$ cat src/rtl/alu_entry_controller_pkg.sv
// Shared state encodings, opcode width and display-enable patterns for the
// operand/opcode entry controller.
package alu_entry_controller_pkg;

    typedef logic [2:0] state_t;

    localparam state_t S_SRC1 = 3'd0;
    localparam state_t S_SRC2 = 3'd1;
    localparam state_t S_OP   = 3'd2;
    localparam state_t S_EXEC = 3'd3;
    localparam state_t S_WAIT = 3'd4;
    localparam state_t S_SHOW = 3'd5;

    localparam int OP_W  = 3;
    localparam int DEB_W = 20;

    // digit_en bit3 = src1, bit2 = src2, bit0 = result
    localparam logic [3:0] DIG_NONE = 4'b0000;
    localparam logic [3:0] DIG_SRC1 = 4'b1000;
    localparam logic [3:0] DIG_OPS  = 4'b1100;
    localparam logic [3:0] DIG_SHOW = 4'b1101;

endpackage

$ cat src/rtl/alu_entry_controller_button_debouncer.sv
// Two-flop synchronizer, debounce counter and single-cycle press pulse for
// one raw push button.
module button_debouncer
    import alu_entry_controller_pkg::*;
#(
    parameter logic [DEB_W-1:0] DEBOUNCE_CYCLES = 20'd1_000_000
) (
    input  logic clk,
    input  logic reset,
    input  logic btn,
    output logic press
);

    logic             sync_a;
    logic             sync_b;
    logic             level;
    logic             armed;
    logic [DEB_W-1:0] cnt;

    // Until a stable low is seen after reset, a held button cannot fire.
    always_ff @(posedge clk) begin
        if (reset) begin
            sync_a <= 1'b0;
            sync_b <= 1'b0;
            level  <= 1'b0;
            armed  <= 1'b0;
            cnt    <= '0;
            press  <= 1'b0;
        end else begin
            sync_a <= btn;
            sync_b <= sync_a;
            press  <= 1'b0;
            if (!armed) begin
                if (sync_b) begin
                    cnt <= '0;
                end else if (cnt == DEBOUNCE_CYCLES - 20'd1) begin
                    armed <= 1'b1;
                    cnt   <= '0;
                end else begin
                    cnt <= cnt + 20'd1;
                end
            end else if (sync_b == level) begin
                cnt <= '0;
            end else if (cnt == DEBOUNCE_CYCLES - 20'd1) begin
                level <= sync_b;
                press <= sync_b;
                cnt   <= '0;
            end else begin
                cnt <= cnt + 20'd1;
            end
        end
    end

endmodule

$ cat src/rtl/alu_entry_controller.sv
// Button-driven entry of two operands and an opcode, ALU handshake with
// timeout, and blinking per-digit display enables.
module alu_entry_controller
    import alu_entry_controller_pkg::*;
#(
    parameter logic [19:0] DEBOUNCE_CYCLES = 20'd1_000_000,
    parameter logic [15:0] TIMEOUT_CYCLES  = 16'd1000,
    parameter int          BLINK_BIT       = 24
) (
    input  logic            clk,
    input  logic            reset,
    input  logic [3:0]      sw,
    input  logic            btn_next,
    input  logic            btn_clear,
    input  logic [3:0]      alu_result,
    input  logic            alu_done,
    output logic [3:0]      ALU_src1,
    output logic [3:0]      ALU_src2,
    output logic [OP_W-1:0] alu_op,
    output logic            alu_start,
    output logic [3:0]      ALU_out,
    output logic [3:0]      digit_en,
    output logic            error,
    output logic [2:0]      state_dbg
);

    localparam logic [BLINK_BIT:0] BLINK_ONE = {{BLINK_BIT{1'b0}}, 1'b1};

    logic               next_press;
    logic               clear_press;
    state_t             state;
    logic [15:0]        wait_cnt;
    logic [BLINK_BIT:0] blink_cnt;
    logic               blink;

    button_debouncer #(.DEBOUNCE_CYCLES(DEBOUNCE_CYCLES)) u_next (
        .clk   (clk),
        .reset (reset),
        .btn   (btn_next),
        .press (next_press)
    );

    button_debouncer #(.DEBOUNCE_CYCLES(DEBOUNCE_CYCLES)) u_clear (
        .clk   (clk),
        .reset (reset),
        .btn   (btn_clear),
        .press (clear_press)
    );

    always_ff @(posedge clk) begin
        if (reset) begin
            state     <= S_SRC1;
            ALU_src1  <= '0;
            ALU_src2  <= '0;
            alu_op    <= '0;
            ALU_out   <= '0;
            error     <= 1'b0;
            wait_cnt  <= '0;
            blink_cnt <= '0;
        end else begin
            blink_cnt <= blink_cnt + BLINK_ONE;
            if (clear_press) begin
                state    <= S_SRC1;
                ALU_src1 <= '0;
                ALU_src2 <= '0;
                alu_op   <= '0;
                ALU_out  <= '0;
                error    <= 1'b0;
                wait_cnt <= '0;
            end else begin
                case (state)
                    S_SRC1: begin
                        ALU_src1 <= sw;
                        if (next_press) state <= S_SRC2;
                    end
                    S_SRC2: begin
                        ALU_src2 <= sw;
                        if (next_press) state <= S_OP;
                    end
                    S_OP: begin
                        if (next_press) begin
                            alu_op <= sw[OP_W-1:0];
                            state  <= S_EXEC;
                        end
                    end
                    S_EXEC: begin
                        wait_cnt <= '0;
                        state    <= S_WAIT;
                    end
                    // A done strobe on the timeout cycle still delivers its result.
                    S_WAIT: begin
                        if (alu_done) begin
                            ALU_out <= alu_result;
                            state   <= S_SHOW;
                        end else if (wait_cnt == TIMEOUT_CYCLES - 16'd1) begin
                            ALU_out <= 4'hF;
                            error   <= 1'b1;
                            state   <= S_SHOW;
                        end else begin
                            wait_cnt <= wait_cnt + 16'd1;
                        end
                    end
                    S_SHOW: begin
                        if (next_press) begin
                            ALU_src1 <= '0;
                            ALU_src2 <= '0;
                            alu_op   <= '0;
                            ALU_out  <= '0;
                            state    <= S_SRC1;
                        end
                    end
                    default: state <= S_SRC1;
                endcase
            end
        end
    end

    assign blink     = blink_cnt[BLINK_BIT];
    assign alu_start = (state == S_EXEC);
    assign state_dbg = state;

    always_comb begin
        digit_en = DIG_NONE;
        case (state)
            S_SRC1:               digit_en = {blink, 3'b000};
            S_SRC2:               digit_en = DIG_SRC1 | {1'b0, blink, 2'b00};
            S_OP, S_EXEC, S_WAIT: digit_en = DIG_OPS;
            S_SHOW:               digit_en = DIG_SHOW;
            default:              digit_en = DIG_NONE;
        endcase
    end

endmodule
$ cat config.mk
export PLATFORM = sky130hd
export DESIGN_NAME = alu_entry_controller
export DESIGN_NICKNAME = d
export VERILOG_FILES = /design/src/rtl/alu_entry_controller_pkg.sv /design/src/rtl/alu_entry_controller_button_debouncer.sv /design/src/rtl/alu_entry_controller.sv
export SDC_FILE = /design/constraint.sdc
export NUM_CORES = 1
export LEC_CHECK = 0
export BUFFER_PORTS_ARGS = -buffer_cell sky130_fd_sc_hd__buf_2
export CAP_MARGIN = 20
export CORE_ASPECT_RATIO = 1.1
export CORE_MARGIN = 4
export CORE_UTILIZATION = 52
export CTS_CLUSTER_SIZE = 12
export DETAILED_ROUTE_END_ITERATION = 6
export PLACE_DENSITY = 0.66
export SLEW_MARGIN = 20
export SYNTH_ARGS = -nofsm -noshare
export SYNTH_HDL_FRONTEND = slang
export SYNTH_HIERARCHICAL = 1
export SYNTH_SLANG_ARGS = --single-unit
export TNS_END_PERCENT = 1
$ cat constraint.sdc
create_clock -name clk -period 2.6 [get_ports clk]
set_input_delay 0.78 -clock clk [delete_from_list [all_inputs] [get_ports clk]]
set_output_delay 0.78 -clock clk [all_outputs]
set_load 0.005 [all_outputs]
==> results of run 1 <==
[final timing paths]
check | end | slack, ns | cells after the start
max | alu_start | 0.21 | 2
min | alu_op[1]$_SDFFE_PP0P_ | 0.45 | 2
max reg2reg | u_next/cnt[18]$_SDFF_PP0_ | 0.50 | 5
min reg2reg | alu_op[1]$_SDFFE_PP0P_ | 0.45 | 2
[critical path, stage by stage (launching register included)]
cell	delay, ns
dfxtp_1	0.64
and3b_1	0.43
buf_2	0.18
[per-layer routing]
layer | vias up | part of all wire
met5 | - | 0
met4 | 0 | 0.016
met3 | 12 | 0.034
met2 | 52 | 0.46
met1 | 1876 | 0.49
li1 | 2063 | -
[registers in the layout, indices dropped and copies added, names as in the netlist]
name,cells
u_clear/armed,1
u_clear/sync_b,1
u_clear/level,1
wait_cnt,16
u_clear/cnt,20
ALU_out,4
u_next/armed,1
u_clear/sync_a,1
ALU_src1,4
u_clear/press,1
u_next/cnt,20
state_dbg,3
alu_op,3
blink_cnt,25
u_next/sync_b,1
u_next/press,1
error,1
ALU_src2,4
u_next/level,1
u_next/sync_a,1
[cells by family (layout without fill, tap and decap cells)]
| kind of cell | after synthesis | after routing |
|---|---|---|
| AOI/OAI and AO/OA | 78 | 78 |
| DFF | 110 | 110 |
| muxes | 3 | 3 |
| adders and majority gates | 4 | 4 |
| xor gates and xnor gates | 52 | 52 |
| and+or+nand+nor | 275 | 275 |
| other | 1 | 1 |
| buffers and inverters | 45 | 77 |
[layout by cell type, fill, tap and decap left out, drive strengths merged, types with 4 or more instances in the layout]
cell	n
dfxtp	110
nor2	84
buf	41
xnor2	37
nand3	34
nand2	31
a21oi	30
nand4	21
inv	20
nor3	17
xor2	15
o21ai	15
nor4	15
clkbuf	11
or4	11
nor2b	10
and3	10
or3	10
a22oi	8
o211ai	8
and4	7
a211o	5
ha	4
clkinv	4
[power by group]
group          total (mW)  leakage [nW]  internal, mW  switching (mW)
sequential           1.72         0.889          1.70          0.0163
clock                1.06         0.109         0.499           0.562
combinational      0.0909         0.957        0.0317          0.0592
total                2.87          1.96          2.23           0.638
[final cells by class]
| type | count | area share |
|---|---|---|
| multi-input cells | 413 | 0.480 |
| flip-flops and latches | 110 | 0.402 |
| repair buffers | 41 | 0.0402 |
| clock buffers | 11 | 0.0276 |
| well taps | 117 | 0.0267 |
| inverters | 20 | 0.0137 |
| clock inverters | 5 | 0.0105 |
==> impl_metrics.ini, run 1 <==
[sta]
hold_ws_ns = 0.453
finalWorstSetupSlack_ns = 0.207
final.setup_skew_ns = 0.0104
min_period_over_period = 0.920
hold_viol_final = 0
fmax_mhz = 418
setup_violations = 0
setup_tns_ns = 0
relSlewSlack = 0.505
slew_viol_final = 0
layout_min_cycle_time_ns = 2.39
rsz0062_at_grt = false
tightest_slew_ns = 0.741

[power_and_ir_drop]
p_leak_nw = 1.96
finalPower_mw = 2.87
power_density_nw_per_um2 = 523
max-vdd-ir-drop_v = 0.000213

[routing]
wl_per_cell_um = 13.8
vias_per_cell = 5.58
drtAntennaViolNets = 0
drt-initial-drc-count = 154
first_pass_iters = 6
drc = 0
drt_wl_total_um = 9890
route.vias.total = 4003

[global_route]
busiest_layer = met2
antenna_found_initial = 0
gr-usage-met1 = 0.246
grt_usage = 0.179
use_met3 = 0.0238
grt_start_max_net_pins = 37
grt_pass1_vias = 3690
grt_use_met2 = 0.287
grt_pass1_wl_um = 16900
grt_overflow = 0

[final_layout]
syn2layout_area_growth_pct = 8.62
final_cells = 717
regArea_um2 = 2200
multi_input_area_um2 = 2630
drive_above_1_share = 0.140
final_nets = 612
nFillCells = 868
final_area_um2 = 5480
utilization = 0.584
n_antenna_cell = 0

[placement]
placed_area_um2 = 5280
post-place-ws_ns = 0.288
place_inst = 701
io_buffers = 35
place.gp.congestion = 0.812
dp_hpwl_um = 6970

[yosys]
synth_top_family_by_area = simple AND/OR/NAND/NOR gates
synth_top_area_cell = dfxtp_1
yosysMostFrequentCell = dfxtp_1
synth_edf_count = 0
synth_area_per_cell_um2 = 8.89
ys_types = 64
synth-compound-area-share = 0.101
ys_warn_count = 6
synth.top_cell.area_share = 0.436
synthCells = 568
synthesis.nets = 585
async_reset_ff_frac = 0
synthSimpleGateAreaFrac = 0.314
yosys.area_share.adder = 0.00991
synth_top_flop_cell = dfxtp_1
muxShareOfSynthArea = 0.00595
ys_ff_latch = 110
synthTopCellsByArea = dfxtp_1, xnor2_1, nor2_1
synth_seq_area_share = 0.436
synth_commonest_cells = dfxtp_1, nor2_1, xnor2_1
synth_xor_area_frac = 0.0902
synth.cell_area_um2 = 5050

[clocking]
cts_tree = yes
clk_pin_slew_ns = 0.10
cts_root_buf = clkbuf_8
clkLatencyLatePin_ns = 0.37
h-tree-depth = 3
numCtsBuffers = 9
ctsResizeCount = 0
cts_max_path_buffers = 2
post-cts-setup-buffer-count = 0
postCtsHoldBufs = 0
cts.sink_count = 110

[floorplan]
die_h_um = 111
io_pins = 37
die_area_um2 = 11400
initial_core_util = 0.537
core_um2 = 9400
rows = 37
die_x_um = 102

[status]
run_status = complete, no violations

[worst_setup_path]
cp_data_arrival_time_ns = 1.61
worstPathRequired_ns = 1.82
critPathLaunchType = flop
crit_start = state_dbg[1]$_SDFFE_PP0P_
worst-path-max-fanout = 15
cp-end-kind = output port
criticalPathCategory = reg2out
regToRegStartpoint = u_next/cnt[0]$_SDFF_PP0_

[job]
drv_cap = 0

[min_path]
hp-start = alu_op[1]$_SDFFE_PP0P_
hold_class = reg2reg
Note: power is estimated with default switching activity, not from simulation.
==> run 2, diff against run 1 <==
--- a/config.mk
+++ b/config.mk
@@ -5,6 +5,7 @@
 export SDC_FILE = /design/constraint.sdc
 export NUM_CORES = 1
 export LEC_CHECK = 0
+export ABC_AREA = 1
 export BUFFER_PORTS_ARGS = -buffer_cell sky130_fd_sc_hd__buf_2
 export CAP_MARGIN = 20
 export CORE_ASPECT_RATIO = 1.1
==> run 2 against run 1 <==
  * Cell count rose by 47%
  * First-iteration DRC count rose by 42%
  * Power is 34% higher
  * Maximum frequency decreased by 0.87%
  * Area after synthesis grew 15%
  * Critical path depth rose by 4
  * Register-to-register slack better by 0.33 ns
  * Non-clock buffer count did not move
  * Utilization grew 0.58 points
  * Clock power grew 40%
  * Via count rose by 32%
  * Synthesized cell count grew 51%
  * Highest routed layer unchanged
==> impl_metrics.ini, run 2 <==
[status]
run_status = complete, no violations

[min_path]
hold-path-cell-count = 2
hold-path-endpoint = u_clear/sync_b$_SDFF_PP0_
hp-start = u_clear/sync_a$_SDFF_PP0_
hold_class = reg2reg

[floorplan]
core_um2 = 10900
io_pins = 37
die_x_um = 109
initial_core_util = 0.530
die_area_um2 = 12900
die_h_um = 119
rows = 40

[final_layout]
top_regs = blink_cnt: 25 flops, u_clear/cnt: 20 flops, u_next/cnt: 20 flops
syn2layout_area_growth_pct = 11.2
layout_common_cells = nand2_1, nor2_1, dfxtp_1
layout_commonest_cell = nand2_1
final_cells = 1052
drive_above_1_share = 0.116
final_nets = 914
largest_register = blink_cnt
largest_reg_flops = 25

[yosys]
ys_types = 38
synth_top_family_by_area = simple AND/OR/NAND/NOR gates
synth_seq_area_share = 0.381
synthCells = 855
synth_top_flop_cell = dfxtp_1
synth_commonest_cells = nand2_1, nor2_1, dfxtp_1
synth_top_area_cell = dfxtp_1
yosys.area_share.adder = 0.00866
synthesis.nets = 872
synth_area_per_cell_um2 = 6.76
synthTopCellsByArea = dfxtp_1, nand2_1, nor2_1
synth_xor_area_frac = 0.0470
ys_ff_latch = 110
synth-compound-area-share = 0.0853
yosysMostFrequentCell = nand2_1
synthSimpleGateAreaFrac = 0.392
synth_edf_count = 0
async_reset_ff_frac = 0
synth.top_cell.area_share = 0.381
muxShareOfSynthArea = 0
ys_warn_count = 6
synth.cell_area_um2 = 5780

[worst_setup_path]
worstPathRequired_ns = 1.82
critPathLaunchType = flop
timing.rr.end = wait_cnt[15]$_SDFFE_PP0P_
reg2reg_depth = 10
regToRegStartpoint = wait_cnt[0]$_SDFFE_PP0P_
cp-end-kind = output port
worst-path-max-fanout = 7
cp_data_arrival_time_ns = 1.63
r2r_setup_slack_ns = 0.83
criticalPathCategory = reg2out

[clocking]
ctsResizeCount = 0
numCtsBuffers = 9
cts.sink_count = 110
clkLatencyLatePin_ns = 0.36
h-tree-depth = 3
cts_root_buf = clkbuf_16
postCtsHoldBufs = 0
clk_pin_slew_ns = 0.07
cts_tree = yes
cts_max_path_buffers = 2
post-cts-setup-buffer-count = 0

[sta]
min_period_over_period = 0.929
layout_min_cycle_time_ns = 2.41
hold_ws_ns = 0.408
setup_tns_ns = 0
rsz0062_at_grt = false
hold_viol_final = 0
setup_violations = 0
finalWorstSetupSlack_ns = 0.186
slew_viol_final = 0
final.setup_skew_ns = 0.00588
fmax_mhz = 414

[global_route]
grt_usage = 0.207
antenna_found_initial = 3
grt_overflow = 0
grt_start_max_net_pins = 23
grt_pass1_wl_um = 21600
grt_pass1_vias = 4861

[routing]
drc = 0
drtAntennaViolNets = 0
vias_per_cell = 5.01
drt_wl_total_um = 12500
first_pass_iters = 4
route.vias.total = 5274
drt-initial-drc-count = 218
wl_per_cell_um = 11.9

[power_and_ir_drop]
power_density_nw_per_um2 = 600
max-vdd-ir-drop_v = 0.000404
p_leak_nw = 2.60

[placement]
place_inst = 1033
post-place-ws_ns = 0.603
io_buffers = 35
dp_hpwl_um = 9570
place.gp.congestion = 0.905

[job]
drv_cap = 0
==> run 2: per-stage QoR <==
step / util / total power [mW] / instance area [um2]
5_1_grt: 0.589 / 4.05 / 6430
3_3_place_gp: 0.560 / 2.40 / 6110
2_1_floorplan: - / 2.21 / 5780
4_1_cts: 0.589 / 3.90 / 6420
6_report: 0.589 / 3.86 / 6430
3_5_place_dp: 0.560 / 2.42 / 6110
==> run 2: routing by layer <==
| metal | part of all wire | track usage |
|---|---|---|
| met1 | 0.47 | 0.275 |
| met4 | 0.015 | 0.0710 |
| met5 | 0 | 0 |
| met2 | 0.46 | 0.319 |
| met3 | 0.056 | 0.0628 |
==> run 2: layout make-up <==
cell class | count | area (um2)
fill | 1089 | 4480
multi-input combinational | 625 | 3090
sequential | 110 | 2200
inverter | 110 | 413
clock buffer | 12 | 246
timing repair buffer | 41 | 220
tap | 147 | 184
clock inverter | 4 | 70.1
antenna | 3 | 7.51
==> run 2: cell families (layout without fill, tap and decap cells) <==
| group | after synthesis | count (layout) |
|---|---|---|
| flip-flops | 110 | 110 |
| other | 1 | 4 |
| buffers and inverters | 120 | 167 |
| XOR/XNOR | 31 | 31 |
| AO/OA/AOI/OAI | 90 | 90 |
| adder cells (fa/ha/maj) | 4 | 4 |
| AND/OR/NAND/NOR | 499 | 499 |
==> run 2: where the power goes <==
group          leakage (nW)  switching (mW)  internal [mW]  total (mW)
clock network         0.157           0.611          0.868        1.48
logic                  1.55           0.345          0.196       0.541
registers             0.890          0.0723           1.76        1.84
==> run 2: worst max-delay path: stages (launching register included) <==
cell and delay (ns):
dfxtp_1 0.48, inv_1 0.12, nand3_1 0.12, inv_1 0.11
nor3_1 0.19, o21ai_0 0.12, buf_2 0.14
==> run 2: how the worst max path moves through the flow <==
stage | startpoint | endpoint
floorplan | state_dbg[0]$_SDFFE_PP0P_ | digit_en[2]
global placement | state_dbg[0]$_SDFFE_PP0P_ | digit_en[2]
detailed placement | state_dbg[1]$_SDFFE_PP0P_ | digit_en[2]
CTS | state_dbg[1]$_SDFFE_PP0P_ | digit_en[2]
global route | state_dbg[1]$_SDFFE_PP0P_ | digit_en[2]
finish | state_dbg[1]$_SDFFE_PP0P_ | digit_en[2]
